**src/rtl/ov7670_config_sequencer.sv**
```systemverilog
// Walks an internal register table and issues one 3-phase SCCB write per entry,
// with idle gaps between writes and a long pause wherever a delay marker appears.
module ov7670_config_sequencer #(
    parameter logic [7:0]  DEVICE_ADDR    = 8'h42,
    parameter logic [15:0] GAP_CYCLES     = 16'd200,
    parameter logic [23:0] DELAY_CYCLES   = 24'd1000000,
    parameter logic [7:0]  ACCEPT_TIMEOUT = 8'd16
) (
    input  logic       clk,
    input  logic       i_rst_n,
    input  logic       i_start,
    output logic       o_busy,
    output logic       o_done,
    output logic       o_error,
    output logic [7:0] o_index,
    output logic       o_usher,
    output logic [7:0] o_address,
    output logic [7:0] o_subaddress,
    output logic [7:0] o_data,
    output logic [1:0] o_mode,
    input  logic       i_sccb_busy
);

    localparam logic [15:0] END_MARK   = 16'hFFFF;
    localparam logic [15:0] DELAY_MARK = 16'hF0F0;

    typedef enum logic [3:0] {
        IDLE,
        FETCH,
        ISSUE,
        ACCEPT,
        WAIT,
        GAP,
        DELAY,
        DONE,
        ERROR
    } state_t;

    state_t      state;
    logic [15:0] rom_entry;
    logic [23:0] wait_cnt;
    logic [7:0]  accept_cnt;
    logic [8:0]  accept_next;

    assign o_address   = DEVICE_ADDR;
    assign o_mode      = 2'b00;
    assign accept_next = {1'b0, accept_cnt} + 9'd1;

    // Anything past the last real entry reads as an end marker.
    always_comb begin
        rom_entry = END_MARK;
        case (o_index)
            8'd0:    rom_entry = 16'h1280;
            8'd1:    rom_entry = 16'hF0F0;
            8'd2:    rom_entry = 16'h1204;
            8'd3:    rom_entry = 16'h1100;
            8'd4:    rom_entry = 16'h0C00;
            8'd5:    rom_entry = 16'h3E00;
            8'd6:    rom_entry = 16'h40D0;
            8'd7:    rom_entry = 16'hFFFF;
            default: rom_entry = END_MARK;
        endcase
    end

    always_ff @(posedge clk or negedge i_rst_n) begin
        if (!i_rst_n) begin
            state        <= IDLE;
            o_usher      <= 1'b0;
            o_busy       <= 1'b0;
            o_done       <= 1'b0;
            o_error      <= 1'b0;
            o_index      <= 8'd0;
            o_subaddress <= 8'd0;
            o_data       <= 8'd0;
            wait_cnt     <= 24'd0;
            accept_cnt   <= 8'd0;
        end else begin
            o_usher <= 1'b0;
            case (state)
                IDLE, DONE, ERROR: begin
                    if (i_start) begin
                        state   <= FETCH;
                        o_index <= 8'd0;
                        o_done  <= 1'b0;
                        o_error <= 1'b0;
                        o_busy  <= 1'b1;
                    end
                end
                FETCH: begin
                    if (rom_entry == END_MARK) begin
                        state  <= DONE;
                        o_done <= 1'b1;
                        o_busy <= 1'b0;
                    end else if (rom_entry == DELAY_MARK) begin
                        state    <= DELAY;
                        wait_cnt <= DELAY_CYCLES;
                    end else begin
                        o_subaddress <= rom_entry[15:8];
                        o_data       <= rom_entry[7:0];
                        o_usher      <= 1'b1;
                        state        <= ISSUE;
                    end
                end
                ISSUE: begin
                    accept_cnt <= 8'd0;
                    state      <= ACCEPT;
                end
                // The master gets ACCEPT_TIMEOUT cycles to raise busy before we give up.
                ACCEPT: begin
                    if (i_sccb_busy) begin
                        state <= WAIT;
                    end else if (accept_next >= {1'b0, ACCEPT_TIMEOUT}) begin
                        state   <= ERROR;
                        o_error <= 1'b1;
                        o_busy  <= 1'b0;
                    end else begin
                        accept_cnt <= accept_next[7:0];
                    end
                end
                WAIT: begin
                    if (!i_sccb_busy) begin
                        wait_cnt <= {8'd0, GAP_CYCLES};
                        state    <= GAP;
                    end
                end
                GAP, DELAY: begin
                    if (wait_cnt == 24'd0) begin
                        o_index <= o_index + 8'd1;
                        state   <= FETCH;
                    end else begin
                        wait_cnt <= wait_cnt - 24'd1;
                    end
                end
                default: begin
                    state  <= IDLE;
                    o_busy <= 1'b0;
                end
            endcase
        end
    end

endmodule

```
**config.mk**
```make
export PLATFORM = sky130hd
export DESIGN_NAME = ov7670_config_sequencer
export DESIGN_NICKNAME = d
export VERILOG_FILES = /design/src/rtl/ov7670_config_sequencer.sv
export SDC_FILE = /design/constraint.sdc
export NUM_CORES = 1
export LEC_CHECK = 0
export ABC_AREA = 1
export BUFFER_PORTS_ARGS = -buffer_cell sky130_fd_sc_hd__buf_2
export CORE_MARGIN = 2
export CORE_UTILIZATION = 35
export CTS_BUF_LIST = sky130_fd_sc_hd__clkbuf_16
export CTS_CLUSTER_DIAMETER = 40
export CTS_CLUSTER_SIZE = 20
export DETAILED_ROUTE_END_ITERATION = 8
export SETUP_SLACK_MARGIN = 0.15
export SYNTH_ARGS = -nofsm -noshare
export SYNTH_HDL_FRONTEND = slang
export SYNTH_SLANG_ARGS = --single-unit
```
**constraint.sdc**
```tcl
create_clock -name clk -period 1.8 [get_ports clk]
set_input_delay 0.09 -clock clk [delete_from_list [all_inputs] [get_ports clk]]
set_output_delay 0.09 -clock clk [all_outputs]
set_load 0.05 [all_outputs]
```
==> out/results.txt <==
Achievable Freq - 510 MHz
GRT Total Usage - 17.4%
share of cells above drive strength 1 - 38.9%
failing checks - setup timing
H-Tree Depth - 3
footprint of the multi-input gates - 2380 sq um
Post-Synthesis Cells - 531
Power Density - 1550 nW/um^2
commonest non-fill, non-tap cell in the layout - nand2_1
I/O Pins - 42
# setup viols final - 34
clock tree from TritonCTS - yes
clock sink total - 58
critical path capture point type - register
core footprint - 10400 sq um
Tcrit/Tclk final - 109%
TritonCTS buffer count - 9
fillcell total - 981
relative slew slack - 63.0%
I/O Buffers - 31
slew of the pin with the lowest slew margin - 0.555 ns
maximum VDD drop - 0.854 mV
Final nets - 653
initial core utilization - 36.3%
Post-Synth Adder-Cell Area - 2.65%
post-route ant nets - 0
largest net degree at the start of global routing - 25
initial antenna violation count - 0
post-place setup slack - -0.102 ns
Compound-Gate Fraction of Synth Area - 9.18%
critical path startpoint category - register
Overall Power - 8.45 mW
drt wl/cell - 12.8 um
Antenna diodes - 0
Max FO, Critical Path - 5
die area - 11600 sq um
run status - complete, but fails checks
FF+latch count, synth - 58
xor and xnor fraction of the mapped netlist area - 4.87%
commonest cells after routing, fill and taps aside - nand2_1 (129), buf_4 (70), nor2_1 (67)
Mapped Area - 3780 sq um
Post-Syn Area per Cell - 7.11 sq um
GRT overflow - 0
Setup WS post-layout - -0.160 ns
CTS root buffer - clkbuf_16
Fin. Hold Viols - 0
total area of sequential cells - 1460 sq um
clock transition at the registers of the reported paths - 0.05 ns
Die Y - 108 um
CP required - 2.00 ns
Max Buffers Root-to-Sink - 2
DRT Wirelength - 10.0 mm
worst clock skew - 0.00825 ns
row count - 37
HP Class - in -> reg
Iteration-0 DRC Markers - 146
max-cap viol count - 0
Final Wtd Congestion - 0.825
post-synthesis mux area share - 0%
vias in the first global route - 3524
area delta synth->final - 44.3%
sequential area share after synthesis - 38.4%
leakage power - 2.69 nW
RSZ-0062 raised after global routing - true
DP HPWL - 6.68 mm
Final min period - 1.96 ns
via count - 3695
DRC violations left - 0
Setup TNS - -3.16 ns
Slew Limit Fails - 0
number of synthesis warnings - 0
Pre-antenna DRT Iters - 5
Synth Area in Simple Gates - 34.7%
Die Wd - 108 um
Via density - 4.73
number of library cell types mapped by synthesis - 34
worst skew pair latency - 0.33 ns
Hold Slack - 0.190 ns
first-pass GRT wire length - 16.0 mm
WP data arrival - 2.16 ns
crit path kind - reg -> reg
largest family of logic cells by synthesized area - simple AND/OR/NAND/NOR gates
metrics by stage:
step / util (%) / instance area, sq um / cells
floorplan: - / 3880 / 539
global placement: 43.6 / 4540 / 746
detailed placement: 43.6 / 4540 / 746
CTS: 49.2 / 5120 / 774
global route: 52.3 / 5450 / 782
finish: 52.3 / 5450 / 782
critical path, stage by stage, from the launching register on:
cell and delay, ns:
dfrtp_4 0.50, ha_4 0.20, ha_4 0.16, nor2_2 0.07, o21ai_1 0.06, nor2_1 0.12
nand4_1 0.14, nand2_2 0.12, nand3_4 0.13, clkbuf_16 0.20, nand2_2 0.06, nand2_1 0.06
logic make-up after synthesis:
kind of cell    after synthesis
compound gates               60
xor+xnor                     21
fa+ha+maj                     8
buf+inv                      76
flops                        58
other cells                   2
simple gates                306
area by class of cell:
cell class | count | area share (%)
clock buffers | 9 | 4.13
clock inverters | 7 | 1.15
inverters | 52 | 3.63
multi-input cells | 405 | 43.8
flip-flops and latches | 58 | 26.8
well taps | 136 | 3.12
repair buffers | 115 | 17.4
report_power, final:
part           total (mW)  switching (mW)  internal (mW)
Sequential           1.86           0.259           1.60
Clock                1.67           0.612           1.06
Combinational        4.93            2.83           2.10
Total                8.45            3.70           4.75
cells in the mapped netlist:
cell type  count  area [sq um]
nand2_1      171           642
nor2_1        73           274
dfrtp_1       58          1450
inv_1         43           161
nand3_1       28           140
buf_4         18           135
o21ai_0       18          90.1
o21ai_1       18          90.1
xor2_1        17           149
a21oi_1       12          60.1
nor2_2        10          62.6
inv_2          9          33.8
ha_1           8           100
nand4_1        6          37.5
nor3_1         6          30.0
o21ai_2        6          52.6
nand2_2        4          25.0
xnor2_1        4          35.0
buf_6          3          33.8
nand3_2        3          30.0
buf_2          2          10.0
conb_1         2          7.51
a211oi_2       1          12.5
a21oi_2        1          8.76
a31oi_1        1          6.26
clkbuf_1       1          3.75
nand3_4        1          17.5
nand3b_1       1          7.51
nor2_8         1          20.0
nor3_4         1          16.3
o21bai_1       1          7.51
o21bai_2       1          11.3
o31ai_1        1          7.51
or2_1          1          6.26
layer usage:
| layer | part of all wire [%] | global-route usage (%) | vias to the layer above |
|---|---|---|---|
| li1 | - | - | 1868 |
| met1 | 45 | 21.3 | 1737 |
| met2 | 50 | 30.4 | 75 |
| met3 | 3.4 | 4.06 | 15 |
| met4 | 1.6 | 4.49 | 0 |
| met5 | 0 | 0 | - |
timing repair:
action / in CTS / in global routing
endpoints found under the setup margin: 57 / 58
endpoints found under the hold margin: 22 / 0
cloned: 2 / 3
gates resized for setup: 44 / 65
hold buffers: 1 / 0
setup buffers: 9 / 5
pin swaps: 15 / 13
final timing paths:
path / startpoint / end / slack [ns] / cells after the start
min: i_sccb_busy / o_error / 0.19 / 4
max reg2reg: o_index[0] / wait_cnt[7] / -0.16 / 11
max: o_index[0] / wait_cnt[7] / -0.16 / 11
min in group asynchronous: i_rst_n / accept_cnt[3] / 0.28 / 2
max in group asynchronous: i_rst_n / wait_cnt[15] / 0.77 / 3
min reg2reg: o_subaddress[1] / o_subaddress[1] / 0.48 / 2
flip-flops by register name (all words and copies together) (netlist names):
| name | cells |
|---|---|
| accept_cnt | 8 |
| o_busy | 1 |
| o_data | 4 |
| o_done | 1 |
| o_error | 1 |
| o_index | 8 |
| o_subaddress | 6 |
| o_usher | 1 |
| state | 4 |
| wait_cnt | 24 |
(Power assumes the default switching activity.)
